### src/rtl/bh1750_ctrl.sv
// bh1750_ctrl: drives the I2C master to power up the BH1750, put it in
// continuous high-resolution mode and then read it periodically. Each raw
// count is converted to lux (binary and 5-digit BCD) and handed to the LCD
// formatter with a one-cycle valid strobe. A stalled transaction is recovered
// by holding the I2C master in reset and re-running the init sequence.
module bh1750_ctrl #(
   parameter int          P_BOOT_CYCLES    = 500_000,
   parameter int          P_MEAS_CYCLES    = 9_000_000,
   parameter int          P_TIMEOUT_CYCLES = 1_000_000,
   parameter logic [7:0]  P_OP_PWR_ON      = 8'h01,
   parameter logic [7:0]  P_OP_MODE        = 8'h10
) (
   input  logic          i_clk,
   input  logic          i_rst,
   output logic          o_i2c_start,
   output logic          o_i2c_rw,
   output logic [7:0]    o_i2c_opcode,
   output logic          o_i2c_rst_n,
   input  logic          i_i2c_busy,
   input  logic          i_i2c_done,
   input  logic [15:0]   i_i2c_data,
   output logic [15:0]   o_lux,
   output logic [19:0]   o_lux_bcd,
   output logic          o_valid,
   output logic          o_error
);

   localparam int MAX_AB  = (P_BOOT_CYCLES > P_MEAS_CYCLES) ? P_BOOT_CYCLES : P_MEAS_CYCLES;
   localparam int MAX_CYC = (MAX_AB > P_TIMEOUT_CYCLES) ? MAX_AB : P_TIMEOUT_CYCLES;
   localparam int CW_RAW  = $clog2(MAX_CYC + 1);
   localparam int CW      = (CW_RAW < 5) ? 5 : CW_RAW;

   localparam logic [CW-1:0] BOOT_LAST    = CW'(P_BOOT_CYCLES - 1);
   localparam logic [CW-1:0] MEAS_LAST    = CW'(P_MEAS_CYCLES - 1);
   localparam logic [CW-1:0] TMO_LAST     = CW'(P_TIMEOUT_CYCLES - 1);
   localparam logic [CW-1:0] RECOVER_LAST = CW'(15);

   typedef enum logic [3:0] {
      S_BOOT,
      S_SETUP,
      S_REQ,
      S_XFER,
      S_WAIT,
      S_CONV,
      S_BCD,
      S_OUT,
      S_RECOVER
   } state_t;

   typedef enum logic [1:0] {
      CMD_PWR_ON,
      CMD_MODE,
      CMD_READ
   } cmd_t;

   state_t        state;
   cmd_t          cmd;
   logic [CW-1:0] cnt;
   logic [CW-1:0] tmo_cnt;
   logic [15:0]   raw;
   logic [15:0]   lux_reg;
   logic [15:0]   bin_sh;
   logic [19:0]   bcd_sh;
   logic [3:0]    bit_cnt;
   logic [15:0]   lux_calc;
   logic [19:0]   bcd_adj;
   logic [19:0]   bcd_next;

   // Multiply by round-up(2^20 * 5/6) and drop 20 bits: exact floor(raw*5/6) for every 16-bit raw
   always_comb begin
      lux_calc = 16'(({20'd0, raw} * 36'd873814) >> 20);
   end

   // One double-dabble step: add 3 to every digit that is 5 or more, then shift in the next binary bit
   always_comb begin
      bcd_adj = bcd_sh;
      for (int d = 0; d < 5; d++) begin
         if (bcd_sh[4*d +: 4] >= 4'd5) begin
            bcd_adj[4*d +: 4] = bcd_sh[4*d +: 4] + 4'd3;
         end
      end
      bcd_next = 20'({bcd_adj, bin_sh[15]});
   end

   // Sequencer: rw/opcode are loaded on entry to S_SETUP so they are settled a cycle before start rises
   always_ff @(posedge i_clk) begin
      if (i_rst) begin
         state        <= S_BOOT;
         cmd          <= CMD_PWR_ON;
         cnt          <= '0;
         tmo_cnt      <= '0;
         raw          <= '0;
         lux_reg      <= '0;
         bin_sh       <= '0;
         bcd_sh       <= '0;
         bit_cnt      <= '0;
         o_i2c_start  <= 1'b0;
         o_i2c_rw     <= 1'b0;
         o_i2c_opcode <= 8'h00;
         o_i2c_rst_n  <= 1'b0;
         o_lux        <= '0;
         o_lux_bcd    <= '0;
         o_valid      <= 1'b0;
         o_error      <= 1'b0;
      end else begin
         o_valid <= 1'b0;
         case (state)
            S_BOOT: begin
               o_i2c_rst_n <= 1'b1;
               if (cnt == BOOT_LAST) begin
                  cnt          <= '0;
                  cmd          <= CMD_PWR_ON;
                  o_i2c_rw     <= 1'b0;
                  o_i2c_opcode <= P_OP_PWR_ON;
                  state        <= S_SETUP;
               end else begin
                  cnt <= cnt + 1'b1;
               end
            end

            S_SETUP: begin
               tmo_cnt     <= '0;
               o_i2c_start <= 1'b1;
               state       <= S_REQ;
            end

            S_REQ: begin
               if (i_i2c_busy) begin
                  o_i2c_start <= 1'b0;
                  tmo_cnt     <= '0;
                  state       <= S_XFER;
               end else if (tmo_cnt == TMO_LAST) begin
                  o_i2c_start <= 1'b0;
                  o_i2c_rst_n <= 1'b0;
                  o_error     <= 1'b1;
                  cnt         <= '0;
                  state       <= S_RECOVER;
               end else begin
                  tmo_cnt <= tmo_cnt + 1'b1;
               end
            end

            S_XFER: begin
               if (i_i2c_done) begin
                  case (cmd)
                     CMD_PWR_ON: begin
                        cmd          <= CMD_MODE;
                        o_i2c_rw     <= 1'b0;
                        o_i2c_opcode <= P_OP_MODE;
                        state        <= S_SETUP;
                     end
                     CMD_MODE: begin
                        cnt   <= '0;
                        state <= S_WAIT;
                     end
                     default: begin
                        raw   <= i_i2c_data;
                        state <= S_CONV;
                     end
                  endcase
               end else if (tmo_cnt == TMO_LAST) begin
                  o_i2c_rst_n <= 1'b0;
                  o_error     <= 1'b1;
                  cnt         <= '0;
                  state       <= S_RECOVER;
               end else begin
                  tmo_cnt <= tmo_cnt + 1'b1;
               end
            end

            S_WAIT: begin
               if (cnt == MEAS_LAST) begin
                  cnt      <= '0;
                  cmd      <= CMD_READ;
                  o_i2c_rw <= 1'b1;
                  state    <= S_SETUP;
               end else begin
                  cnt <= cnt + 1'b1;
               end
            end

            S_CONV: begin
               lux_reg <= lux_calc;
               bin_sh  <= lux_calc;
               bcd_sh  <= '0;
               bit_cnt <= '0;
               state   <= S_BCD;
            end

            S_BCD: begin
               bcd_sh  <= bcd_next;
               bin_sh  <= {bin_sh[14:0], 1'b0};
               bit_cnt <= bit_cnt + 4'd1;
               if (bit_cnt == 4'd15) begin
                  state <= S_OUT;
               end
            end

            S_OUT: begin
               o_lux     <= lux_reg;
               o_lux_bcd <= bcd_sh;
               o_valid   <= 1'b1;
               o_error   <= 1'b0;
               cnt       <= '0;
               state     <= S_WAIT;
            end

            S_RECOVER: begin
               o_i2c_start <= 1'b0;
               o_i2c_rst_n <= 1'b0;
               o_error     <= 1'b1;
               if (cnt == RECOVER_LAST) begin
                  cnt         <= '0;
                  o_i2c_rst_n <= 1'b1;
                  state       <= S_BOOT;
               end else begin
                  cnt <= cnt + 1'b1;
               end
            end

            default: begin
               state <= S_BOOT;
            end
         endcase
      end
   end

endmodule
### config.mk
export PLATFORM = sky130hd
export DESIGN_NAME = bh1750_ctrl
export DESIGN_NICKNAME = d
export VERILOG_FILES = /design/src/rtl/bh1750_ctrl.sv
export SDC_FILE = /design/constraint.sdc
export NUM_CORES = 1
export LEC_CHECK = 0
export ABC_AREA = 1
export CAP_MARGIN = 20
export CORE_UTILIZATION = 50
export DETAILED_ROUTE_END_ITERATION = 10
export PLACE_DENSITY = 0.68
export SETUP_SLACK_MARGIN = 0.15
export SLEW_MARGIN = 20
export SYNTH_ARGS = -nofsm -noshare
export SYNTH_HDL_FRONTEND = slang
export SYNTH_SLANG_ARGS = --single-unit
### constraint.sdc
create_clock -name i_clk -period 6.87 [get_ports i_clk]
set_input_delay 1.7175 -clock i_clk [delete_from_list [all_inputs] [get_ports i_clk]]
set_output_delay 1.7175 -clock i_clk [all_outputs]
set_load 0.05 [all_outputs]
==> results of run 1 <==
[cells in the mapped netlist (all sizes together), types with 5 or more instances]
cell type / count / area [µm²]
buf: 30 / 194
o21ai: 110 / 573
or2: 5 / 31.3
nand3: 109 / 568
nor4: 5 / 31.3
nor3: 28 / 151
nand2: 386 / 1470
inv: 390 / 1460
ha: 140 / 1750
dfxtp: 169 / 3380
fa: 88 / 1760
a21oi: 175 / 880
nor2: 170 / 699
clkbuf: 23 / 86.3
o211ai: 7 / 52.6
nand4: 26 / 163
xor2: 15 / 131
o22ai: 16 / 100
[critical path: cells and delay by family, from the launching register on]
family	cells	cell delay [ns]
AO/OA/AOI/OAI	1	0.18
adder cells (fa/ha/maj)	7	3.42
buffers and inverters	5	0.48
flip-flops	1	0.35
AND/OR/NAND/NOR	10	0.93
[per-stage QoR]
step	utilization (%)	worst slack (ns)	area [µm²]	std cells	hold WS, ns
final	56.0	1.44	15100	2305	0.445
after global routing	56.0	1.09	15100	2305	0.484
after CTS	56.0	1.43	15100	2305	0.453
after detailed placement	53.8	1.45	14500	2273	0.445
after global placement	53.8	1.53	14500	2273	0.439
after floorplan	-	2.04	13700	1918	0.422
[logic make-up after synthesis]
kind of cell               Yosys count  share of synthesized area [%]
buffers and inverters              444                           12.8
other                                1                         0.0275
and+or+nand+nor                    736                           23.2
DFF                                169                           24.8
AOI/OAI and AO/OA                  318                           12.4
xor gates and xnor gates            17                           1.09
adders and majority gates          228                           25.7
[how the worst max path moves through the flow]
stage	from	to	slack [ns]	depth (start not counted)
final	raw[3]	lux_reg[7]	1.44	23
after global routing	raw[4]	lux_reg[1]	1.09	21
after CTS	raw[3]	lux_reg[7]	1.43	23
after detailed placement	raw[3]	bin_sh[7]	1.45	23
after global placement	raw[4]	lux_reg[7]	1.53	23
after floorplan	raw[10]	bin_sh[1]	2.04	21
[power by group]
part           switching (mW)  leakage [nW]  internal (mW)
clock                   0.476         0.282          0.487
combinational           0.328          5.52          0.120
sequential             0.0283          1.36           1.01
total                   0.832          7.17           1.62
[layout make-up]
cell class,instances,area [µm²],share of cell area [%]
Clock inverter,14,156,1.04
Clock buffer,18,429,2.85
Tap cell,341,427,2.83
Timing Repair Buffer,67,656,4.36
Multi-Input combinational cell,1305,8540,56.7
Sequential cell,169,3380,22.5
Inverter,391,1470,9.75
[layer usage]
layer / share of wire, % / vias to the layer above / global-route usage, %
met5: 0 / - / 0
met4: 2.2 / 0 / 8.42
met3: 4.6 / 37 / 3.59
met2: 45 / 282 / 42.7
met1: 48 / 5635 / 36.2
li1: - / 6120 / -
==> flow_metrics.env, run 1 <==
export IMPL_ff2ff_setup_slack_ns=1.44
export IMPL_p_leak_nw=7.17
export IMPL_crit_path_top_delay_cell="fa_1"
export IMPL_outcome="complete, no violations"
export IMPL_h_tree_depth=4
export IMPL_place_congestion=0.903
export IMPL_clk_latency_ns=0.44
export IMPL_grt_max_degree=68
export IMPL_grt_ovfl_total=0
export IMPL_clockBufferDepth=2
export IMPL_worstMarginPinSlew_ns=0.851
export IMPL_yosysWarningCount=0
export IMPL_cpPeakStageDelay_ns=0.63
export IMPL_wl_per_cell_um=15.1
export IMPL_worstSetupPathType="reg2reg"
export IMPL_cts_sinks=169
export IMPL_ant_nets=0
export IMPL_die_width_um=167
export IMPL_area_growth_pct=10.3
export IMPL_crit_top_cell="nand2_1"
export IMPL_hp_start="o_i2c_start"
export IMPL_ys_flop_type="dfxtp_1"
export IMPL_layout_cells_most_common_list="382 x inv_1, 382 x nand2_1, 174 x a21oi_1, 169 x dfxtp_1, 157 x nor2_1"
export IMPL_grt_usage_pct=26.3
export IMPL_min_period_ns=5.43
export IMPL_rows=60
export IMPL_vias_per_cell=5.24
export IMPL_cts_resized=0
export IMPL_rsz0062_at_grt="false"
export IMPL_syn_avg_cell_area_um2=7.13
export IMPL_cp_arrival_ns=5.80
export IMPL_max_freq_mhz=184
export IMPL_synthCells=1913
export IMPL_num_vias=12100
export IMPL_whs_path_depth=2
export IMPL_grt_pass1_vias=12000
export IMPL_grt_pass1_wl_mm=58.9
export IMPL_finalCritPeriodShare_pct=79.1
export IMPL_n_antenna_cell=0
export IMPL_nets=2199
export IMPL_tns_ns=0
export IMPL_cts_tree="yes"
export IMPL_antenna_found_initial=0
export IMPL_seq_area_frac_synth_pct=24.8
export IMPL_synthArstFlopShare_pct=0
export IMPL_post_cts_buffers=0
export IMPL_powerDensity_mw_per_mm2=163
export IMPL_ioPinCount=69
export IMPL_synth_seq_cells=169
export IMPL_relSlewSlack_pct=43.1
export IMPL_worstPathCellList="ha_1 > inv_1 > fa_1 > inv_1 > fa_1 > inv_1 > fa_1 > fa_1 > inv_1 > fa_1 > ha_1 > nand2_1 > inv_1 > nand2_1 > and2_1 > nor2_1 > nor2_1 > nand2_1 > nand2_1 > nand2_1 > nand2_1 > nand3_1 > a21oi_1"
export IMPL_fin_skew_ns=0.0109
export IMPL_cts_buffers=17
export IMPL_drv_slew=0
export IMPL_wl_mm=34.7
export IMPL_io_buffers=62
export IMPL_die_area_mm2=0.0280
export IMPL_drtIter0Drc=934
export IMPL_coreArea_mm2=0.0269
export IMPL_r2r_start="raw[3]"
export IMPL_drive_gt1_share_pct=3.87
export IMPL_drtPass1Iterations=6
export IMPL_cts_root_buffer="clkbuf_16"
export IMPL_reg_top3="cnt x24, tmo_cnt x24"
export IMPL_endpoint_kind="register"
export IMPL_power_total_mw=2.45
export IMPL_die_h_um=167
export IMPL_timing_final_hold_violations=0
export IMPL_timing_max_cap_violations=0
export IMPL_synth_area_mm2=0.0136
export IMPL_synth_distinct_cells=47
export IMPL_fill_cells=2589
export IMPL_rr_worst_depth=23
export IMPL_initial_core_util_pct=50.8
export IMPL_start_kind="register"
export IMPL_vdd_ir_drop_max_mv=0.150
export IMPL_synth_edf_count=0
export IMPL_critPathRequiredTime_ns=7.23
export IMPL_crit_path_max_fanout=4
export IMPL_cts_hold_buf=0
export IMPL_drc_errors=0
export IMPL_clk_pin_slew_ns=0.08
export IMPL_dp_final_hpwl_mm=27.4
export IMPL_min_path_type="reg2reg"
export IMPL_r2r_end="lux_reg[7]"
export IMPL_min_to="o_i2c_start"
export IMPL_finalSetupViolCount=0
(Power assumes the default switching activity.)
==> inputs of run 2 (changes only) <==
- PLACE_DENSITY: 0.68 -> 0.71
- clock period: 6.87 -> 4.7 ns (I/O delays scaled with it)
==> run 2 against run 1 <==
The run now ends with negative setup slack left. Count of clock-buffer cells in the layout is the same. Maximum frequency grew 11%. Sequential share of layout area shrank 2.4 points. Global-route usage grew 1.6 points. Die area is the same. Utilization grew 7.2 points. Design area grew 13%. Non-clock buffer count grew 99. Flip-flop and latch count is the same. Critical path type unchanged. Largest cell class unchanged. Highest routed layer unchanged.
==> flow_metrics.env, run 2 (synthesis results as in run 1) <==
export IMPL_outcome="complete, but fails checks"
export IMPL_violations="negative setup slack"
export IMPL_clk_pin_slew_ns=0.08
export IMPL_worstSetupPathType="reg2reg"
export IMPL_num_vias=12900
export IMPL_start_kind="register"
export IMPL_cpPeakStageDelay_ns=0.57
export IMPL_cts_buffers=17
export IMPL_rows=60
export IMPL_cts_root_buffer="clkbuf_16"
export IMPL_p_sw_share_pct=33.5
export IMPL_layout_commonest_cell="inv_1"
export IMPL_clockPowerShare_pct=40.4
export IMPL_endpoint_kind="register"
export IMPL_worstMarginPinSlew_ns=1.13
export IMPL_seqPwrFrac_pct=41.4
export IMPL_initial_core_util_pct=50.8
export IMPL_drtPass1Iterations=6
export IMPL_clockBufferDepth=2
export IMPL_crit_path_max_fanout=3
export IMPL_h_tree_depth=4
export IMPL_place_area_mm2=0.0152
export IMPL_relSlewSlack_pct=24.5
export IMPL_comb_power_share_pct=18.1
export IMPL_final_cell_area_mm2=0.0170
export IMPL_cts_sinks=169
export IMPL_path_delay_family="adder cells"
export IMPL_rsz0062_at_grt="true"
export IMPL_worst_slack_ns=-0.214
export IMPL_timing_final_hold_violations=0
export IMPL_clk_latency_ns=0.45
export IMPL_n_antenna_cell=0
export IMPL_grt_ovfl_total=0
export IMPL_die_h_um=167
export IMPL_nets=2298
export IMPL_critPathRequiredTime_ns=4.98
export IMPL_dpl_worst_slack_ns=-0.289
export IMPL_crit_path_top_delay_cell="fa_2"
export IMPL_finalSetupViolCount=32
export IMPL_place_congestion=0.949
export IMPL_die_width_um=167
export IMPL_cp_arrival_ns=5.19
export IMPL_max_freq_mhz=204
export IMPL_vias_per_cell=5.37
export IMPL_drc_errors=0
export IMPL_cts_tree="yes"
export IMPL_drtIter0Drc=1013
export IMPL_grt_usage_pct=27.9
export IMPL_antenna_found_initial=0
export IMPL_coreArea_mm2=0.0269
export IMPL_powerDensity_mw_per_mm2=215
export IMPL_ioPinCount=69
export IMPL_wl_per_cell_um=16.1
export IMPL_ant_nets=0
export IMPL_io_buffers=62
export IMPL_power_total_mw=3.66
export IMPL_cp_num_buf_inv=7
export IMPL_grt_pass1_vias=12500
export IMPL_wl_mm=38.8
export IMPL_fill_cells=2357
export IMPL_die_area_mm2=0.0280
export IMPL_p_leak_nw=7.95
export IMPL_fin_skew_ns=0.0146
export IMPL_min_period_ns=4.91
export IMPL_dp_final_hpwl_mm=28.9
export IMPL_reg_top3="cnt x24, tmo_cnt x24"
export IMPL_area_growth_pct=24.5
export IMPL_worstPathCellList="ha_4 > inv_4 > fa_2 > inv_2 > fa_1 > inv_2 > fa_1 > fa_1 > inv_2 > fa_1 > ha_4 > nand2_4 > buf_6 > buf_6 > nor3_4 > buf_4 > nand3_2 > nand2_1 > nand2_1 > nand3_2 > a21oi_1"
export IMPL_grt_max_degree=93
export IMPL_drv_slew=0
export IMPL_crit_top_cell="fa_1"
export IMPL_final_core_util_pct=63.2
export IMPL_drive_gt1_share_pct=19.9
export IMPL_timing_max_cap_violations=0
export IMPL_vdd_ir_drop_max_mv=0.237
export IMPL_cellInternalPower_mw=2.43
export IMPL_min_path_type="reg2reg"
export IMPL_layout_cells_most_common_list="345 x inv_1, 324 x nand2_1, 159 x dfxtp_1, 143 x a21oi_1, 139 x nor2_1"
export IMPL_finalCritPeriodShare_pct=105
export IMPL_grt_pass1_wl_mm=62.3
export IMPL_p_sw_mw=1.23
## run 2: changes by cell type in the layout (fill, tap and decap cells not counted), sizes merged
cell    change
clkinv      -2
bufinv      +1
inv         +1
buf        +99
## run 2: power groups by stage
| stage | Sequential [mW] | Clock [mW] | Combinational (mW) |
|---|---|---|---|
| floorplan | 1.58 | 0 | 0.489 |
| global route | 1.52 | 1.56 | 0.737 |
| CTS | 1.52 | 1.49 | 0.657 |
| detailed placement | 1.55 | 0 | 0.653 |
| global placement | 1.55 | 0 | 0.641 |
| finish | 1.52 | 1.48 | 0.664 |
## run 2: final timing paths
| path | from | end | slack, ns | cells after the start |
|---|---|---|---|---|
| setup reg to reg | raw[3] | lux_reg[9] | -0.21 | 21 |
| setup / recovery | raw[3] | lux_reg[9] | -0.21 | 21 |
| hold reg to reg | o_i2c_start | o_i2c_start | 0.45 | 2 |
| hold / removal | o_i2c_start | o_i2c_start | 0.45 | 2 |
## run 2: final cells by class
cell class / count / area, µm² / share of cell area, %
Clock inverter: 14 / 180 / 1.06
Inverter: 391 / 1480 / 8.73
Timing Repair Buffer: 166 / 1430 / 8.40
Sequential cell: 169 / 3400 / 20.0
Multi-Input combinational cell: 1305 / 9630 / 56.7
Clock buffer: 18 / 439 / 2.58
Tap cell: 341 / 427 / 2.51
## run 2: per-stage QoR
step / hold WS (ns) / TNS [ns] / instances
floorplan: 0.422 / 0 / 1918
global placement: 0.434 / -5.98 / 2360
detailed placement: 0.446 / -6.96 / 2360
CTS: 0.458 / -2.57 / 2396
global route: 0.481 / -8.16 / 2404
finish: 0.453 / -4.04 / 2404
## run 2: worst reg2reg max path: stages, from the launching register on
cell,delay [ns]
dfxtp_2,0.35
ha_4,0.29
inv_4,0.04
fa_2,0.57
inv_2,0.05
fa_1,0.54
inv_2,0.07
fa_1,0.45
fa_1,0.52
inv_2,0.06
fa_1,0.49
ha_4,0.33
nand2_4,0.07
buf_6,0.12
buf_6,0.12
nor3_4,0.18
buf_4,0.14
nand3_2,0.07
nand2_1,0.07
nand2_1,0.05
nand3_2,0.11
a21oi_1,0.07
## run 2: routing by layer
| layer | track usage [%] | vias up | wire length, µm |
|---|---|---|---|
| li1 | - | 6332 | - |
| met1 | 37.8 | 6118 | 17300 |
| met2 | 46.2 | 396 | 18400 |
| met3 | 3.43 | 69 | 1980 |
| met4 | 9.21 | 0 | 1050 |
| met5 | 0 | - | 0 |
## run 2: repair_timing
item	4_1_cts	5_1_grt
endpoints found under the setup margin	32	32
pin swaps	49	74
buffers inserted	4	8
resized for setup	149	122
hold buffers	0	0
==> inputs of run 3 (changes only) <==
- PLACE_DENSITY: 0.71 -> 0.68
- clock period: 4.7 -> 5 ns (I/O delays scaled with it)
==> run 3 against run 2 <==
Non-clock buffer count is 47 lower. Global-route usage is 0.89 points lower. Critical endpoint is now lux_reg[11]. Via count is 3.8% lower. The run now ends clean. Sequential power is 6% lower. Largest power group unchanged. Critical path type unchanged.
==> flow_metrics.env, run 3 (synthesis results as in run 1) <==
export IMPL_outcome="complete, no violations"
export IMPL_worstPathCellList="ha_4 > inv_4 > fa_2 > inv_2 > fa_1 > inv_2 > fa_1 > fa_2 > inv_2 > fa_1 > ha_4 > nand2_4 > inv_4 > nand2_2 > and2_4 > buf_4 > nand3_1 > nand3_2 > nand3_1 > nand3_2 > a21oi_1"
export IMPL_timing_max_cap_violations=0
export IMPL_layout_commonest_cell="inv_1"
export IMPL_vdd_ir_drop_max_mv=0.226
export IMPL_area_growth_pct=17.9
export IMPL_ff2ff_setup_slack_ns=0.04
export IMPL_whs_ns=0.454
export IMPL_die_h_um=167
export IMPL_place_congestion=0.954
export IMPL_r2r_start="raw[3]"
export IMPL_fin_skew_ns=0.0142
export IMPL_grt_usage_pct=27.0
export IMPL_critical_path_depth=21
export IMPL_finalCritPeriodShare_pct=99.3
export IMPL_cts_buffers=17
export IMPL_die_area_mm2=0.0280
export IMPL_cpPeakStageDelay_ns=0.61
export IMPL_ioPinCount=69
export IMPL_worstSetupStartpoint="raw[3]"
export IMPL_endpoint_kind="register"
export IMPL_num_vias=12400
export IMPL_vias_per_cell=5.27
export IMPL_finalSetupViolCount=0
export IMPL_drtIter0Drc=875
export IMPL_io_buffers=62
export IMPL_grt_max_degree=93
export IMPL_r2r_end="lux_reg[11]"
export IMPL_drv_slew=0
export IMPL_drtPass1Iterations=6
export IMPL_drive_gt1_share_pct=13.6
export IMPL_worstMarginPinSlew_ns=1.09
export IMPL_rsz0062_at_grt="true"
export IMPL_final_cell_area_mm2=0.0161
export IMPL_crit_path_max_fanout=3
export IMPL_cts_root_buffer="clkbuf_16"
export IMPL_cts_tree="yes"
export IMPL_grt_pass1_wl_mm=60.3
export IMPL_path_delay_family="adder cells"
export IMPL_powerDensity_mw_per_mm2=208
export IMPL_tns_ns=0
export IMPL_critPathRequiredTime_ns=5.36
export IMPL_grt_ovfl_total=0
export IMPL_grt_pass1_vias=12200
export IMPL_cp_arrival_ns=5.32
export IMPL_timing_final_hold_violations=0
export IMPL_initial_core_util_pct=50.8
export IMPL_h_tree_depth=4
export IMPL_layout_cells_most_common_list="361 x inv_1, 352 x nand2_1, 164 x dfxtp_1, 149 x a21oi_1, 143 x nor2_1"
export IMPL_place_area_mm2=0.0148
export IMPL_wl_per_cell_um=15.6
export IMPL_reg_top3="cnt x24, tmo_cnt x24"
export IMPL_n_antenna_cell=0
export IMPL_max_freq_mhz=201
export IMPL_nets=2251
export IMPL_start_kind="register"
export IMPL_die_width_um=167
export IMPL_dp_final_hpwl_mm=28.2
export IMPL_wl_mm=36.7
export IMPL_crit_end="lux_reg[11]"
export IMPL_coreArea_mm2=0.0269
export IMPL_min_path_type="reg2reg"
export IMPL_relSlewSlack_pct=27.2
export IMPL_clk_pin_slew_ns=0.07
export IMPL_clk_latency_ns=0.44
export IMPL_rows=60
export IMPL_fill_cells=2491
export IMPL_cp_num_buf_inv=6
export IMPL_final_core_util_pct=59.9
export IMPL_ant_nets=0
export IMPL_drc_errors=0
export IMPL_clockBufferDepth=2
export IMPL_antenna_found_initial=0
export IMPL_crit_path_top_delay_cell="fa_2"
export IMPL_min_period_ns=4.96
export IMPL_cts_sinks=169
export IMPL_worstSetupPathType="reg2reg"
export IMPL_p_leak_nw=7.52
export IMPL_rr_worst_depth=21
run 3: what timing repair did:
item,CTS,global route
hold endpoints to repair,0,0
pin swaps,41,48
resized for setup,89,86
hold buffers,0,0
setup buffers,5,7
setup endpoints to repair,32,32
run 3: metrics by stage:
step	power, mW	setup slack (ns)	cells
after global routing	3.50	-0.100	2357
final	3.35	0.0369	2357
after floorplan	1.94	0.168	1918
after global placement	2.06	-0.184	2313
after detailed placement	2.07	-0.277	2313
after CTS	3.37	0.0728	2350
run 3: worst reg2reg max path, delay by kind of cell (launching register included):
| family | cells | cell delay [ns] |
|---|---|---|
| compound gates | 1 | 0.17 |
| fa+ha+maj | 7 | 3.29 |
| buf+inv | 6 | 0.42 |
| flops | 1 | 0.34 |
| simple gates | 7 | 0.68 |
run 3: where the power goes:
part	internal [mW]	total [mW]	switching, mW	leakage (nW)
Sequential	1.39	1.43	0.0404	1.37
Combinational	0.164	0.617	0.453	5.87
Clock	0.676	1.30	0.625	0.277
Total	2.23	3.35	1.12	7.52
run 3: layer usage:
metal | share of wire [%] | vias up | track usage, %
met3 | 5.3 | 43 | 5.13
met2 | 46 | 308 | 43.9
met1 | 47 | 5868 | 36.6
met4 | 1.9 | 0 | 7.78
met5 | 0 | - | 0
li1 | - | 6211 | -
run 3: how the worst min path moves through the flow:
| stage | cells after the start | from | slack, ns | to |
|---|---|---|---|---|
| 6_report | 2 | o_i2c_start | 0.45 | o_i2c_start |
| 5_1_grt | 2 | o_i2c_start | 0.48 | o_i2c_start |
| 2_1_floorplan | 1 | tmo_cnt[4] | 0.42 | tmo_cnt[4] |
| 3_3_place_gp | 1 | tmo_cnt[4] | 0.44 | tmo_cnt[4] |
| 3_5_place_dp | 2 | o_i2c_start | 0.45 | o_i2c_start |
| 4_1_cts | 2 | o_i2c_start | 0.46 | o_i2c_start |
run 3: final cells by class:
class	count	area, µm²	share of cell area (%)
multi-input combinational	1305	9190	57.1
sequential	169	3390	21.1
inverter	391	1470	9.15
timing repair buffer	119	1050	6.52
clock buffer	20	447	2.77
tap	341	427	2.65
clock inverter	12	126	0.785
==> variant, RTL diff (config.mk and constraints of run 3) <==
Set the parameter `P_BOOT_CYCLES` to 250_000 (it was 500_000).
--- a/src/rtl/bh1750_ctrl.sv
+++ b/src/rtl/bh1750_ctrl.sv
@@ -6,3 +6,3 @@
 module bh1750_ctrl #(
-   parameter int          P_BOOT_CYCLES    = 500_000,
+   parameter int          P_BOOT_CYCLES    = 250_000,
    parameter int          P_MEAS_CYCLES    = 9_000_000,
Check against the original RTL: no difference found for any inputs over 10 cycles, from zero or initial values and one cycle with i_rst high; that may be too few to reach the edited logic, so the function may still have changed.
==> variant against run 3 <==
- the run now ends with design-rule violations left
- sequential cell count did not move
- cell area rose by 1.2%
- setup slack improved by 0.047 ns
- power rose by 1.2%
- core utilization rose by 2.1 points
- count of clock-buffer cells in the layout fell by 3
- area after synthesis fell by 0.83%
- routed wire length fell by 1.9%
- critical endpoint is now lux_reg[5]$_SDFFE_PP0P_
- largest cell class unchanged
- largest power group unchanged
==> variant: results (changes against run 3) <==
- Run status: finished, violations left (was complete, no violations).
- The checks that failed: design-rule violations.
- The clock insertion delay at the later pin of the skew report is between 0.4 and 0.5 ns.
- The largest clock skew in the final design is 0.0185 ns (was 0.0142 ns).
- The distinct cell type count of the synthesized netlist is 45 (was 47).
- The static power due to leakage is 7.52 nW (about the same).
- The number of buffers added on ports is 62 (unchanged).
- Largest cells by area after synthesis: dfxtp_1 (25%), ha_1 (13%), fa_1 (12%), nand2_1 (10%), inv_1 (9.9%) (was dfxtp_1 (25%), fa_1 (13%), ha_1 (13%), inv_1 (11%), nand2_1 (11%)).
- Largest registers: cnt x24, tmo_cnt x24 (unchanged).
- The maximum clock insertion buffer count is 2 (unchanged).
- The arrival time reported for the critical path endpoint came to 5.29 ns (was 5.32 ns).
- The wire length reported by the detailed router is 36000 um (was 36700 um).
- The maximum vdd drop is 0.251 mV (was 0.226 mV).
- Synth top cells by count: nand2_1 (371), inv_1 (357), a21oi_1 (169), dfxtp_1 (169), nor2_1 (161) (was inv_1 (382), nand2_1 (382), a21oi_1 (174)).
- The average routed wire per standard cell is 15.4 um (was 15.6 um).
- The maximum fanout count along the critical path is 3 (unchanged).
- The post-detailed-route DRC marker count came to 4 (was 0).
- The filler cell count was 2349 (was 2491).
- The most used flip-flop cell after synthesis is dfxtp_1 (unchanged).
- The total number of vias was 12400 (about the same).
- The layout net count is 2233 (was 2251).
- The highest cell delay on the worst timing path was 0.55 ns (was 0.61 ns).
- The sequential fraction of the synthesis area is 25.0% (was 24.8%).
- The fraction of registers with async set/reset is 0% (unchanged).
- The fraction of layout cells with a size suffix above 1 is 16.3% (was 13.6%).
- The half-perimeter wire length of the detailed placement result is 27100 um (was 28200 um).
- The cell with the most instances after synthesis is nand2_1.
- The worst-case headroom to the max-slew limit is 20.6% (was 27.2%).
- The internal portion of total power is 2.25 mW (was 2.23 mW).
- The global-route total usage across every layer is 26.6% (was 27.0%).
- The synthesized instance count is 1899 (was 1913).
- The final weighted congestion in routability-driven placement came to 0.936 (was 0.954).
- The global-route wire length before repair was 59500 um (was 60300 um).
- The clock buffer count from CTS is 17 (unchanged).
- The first-pass iteration count of the detailed router is 10 (was 6).
- The largest net degree at the start of global routing is 94 (was 93).
- The count of inserted antenna diode cells is 0 (unchanged).
- The total instance count after detailed placement is 2296 (was 2313).
- The number of DRC markers in iteration 0 is 955 (was 875).
variant: cell count changes in the layout (fill, tap and decap cells not counted), sizes merged, moves of 3 or more:
cell / delta
fa: -8
xnor2: +3
nand2: -7
or2: -3
inv: -19
clkinv: +3
a21oi: -5
nor2: +4
nor3: +3
nand3: +16
ha: +6
buf: -5
clkbuf: -3
variant: what timing repair did:
action | CTS | global route
setup endpoints to repair | 32 | 32
buffers inserted | 1 | 6
resized for setup | 88 | 145
pin swaps | 53 | 81
variant: layout make-up:
cell class              count  share of cell area (%)
flip-flops and latches    169                    20.8
clock buffers              17                    2.61
inverters                 372                    8.59
multi-input cells        1313                    57.9
well taps                 335                    2.57
clock inverters            15                    1.24
repair buffers            114                    6.29
variant: stage by stage:
step	setup WS, ns	setup TNS [ns]	instance area (um^2)
detailed placement	-0.118	-1.22	14700
CTS	0.152	0	15700
floorplan	0.187	0	13600
global placement	-0.00713	-0.0122	14700
finish	0.0841	0	16300
global route	-0.0485	-0.257	16300
variant: worst min-delay path: stages, from the launching register on:
cell     delay, ns
dfxtp_1       0.31
inv_1         0.05
a21oi_1       0.05
variant: final timing paths:
kind                            from                       to  slack (ns)  cells after the start
min reg2reg  tmo_cnt[4]$_SDFFE_PP0P_  tmo_cnt[4]$_SDFFE_PP0P_        0.45                      2
max              raw[3]$_SDFFE_PP0P_  lux_reg[5]$_SDFFE_PP0P_        0.08                     22
max reg2reg      raw[3]$_SDFFE_PP0P_  lux_reg[5]$_SDFFE_PP0P_        0.08                     22
min          tmo_cnt[4]$_SDFFE_PP0P_  tmo_cnt[4]$_SDFFE_PP0P_        0.45                      2
variant: power by group through the flow:
stage	sequential [mW]	combinational, mW	clock (mW)
6_report	1.41	0.574	1.40
5_1_grt	1.41	0.635	1.48
4_1_cts	1.41	0.575	1.43
3_5_place_dp	1.44	0.572	0
3_3_place_gp	1.44	0.570	0
2_1_floorplan	1.47	0.432	0
variant: cells by family after synthesis:
family | Yosys count | synth area share [%]
AND/OR/NAND/NOR | 748 | 23.9
AO/OA/AOI/OAI | 312 | 12.1
XOR/XNOR | 21 | 1.36
buffers and inverters | 422 | 12.2
other | 1 | 0.0277
adder cells (fa/ha/maj) | 226 | 25.3
flip-flops | 169 | 25.0
variant: per-layer routing:
layer  global-route usage [%]  wire length, um
met1                     36.3            16700
met3                     3.90             1830
met5                        0                0
met2                     43.7            16900
met4                     7.29              626
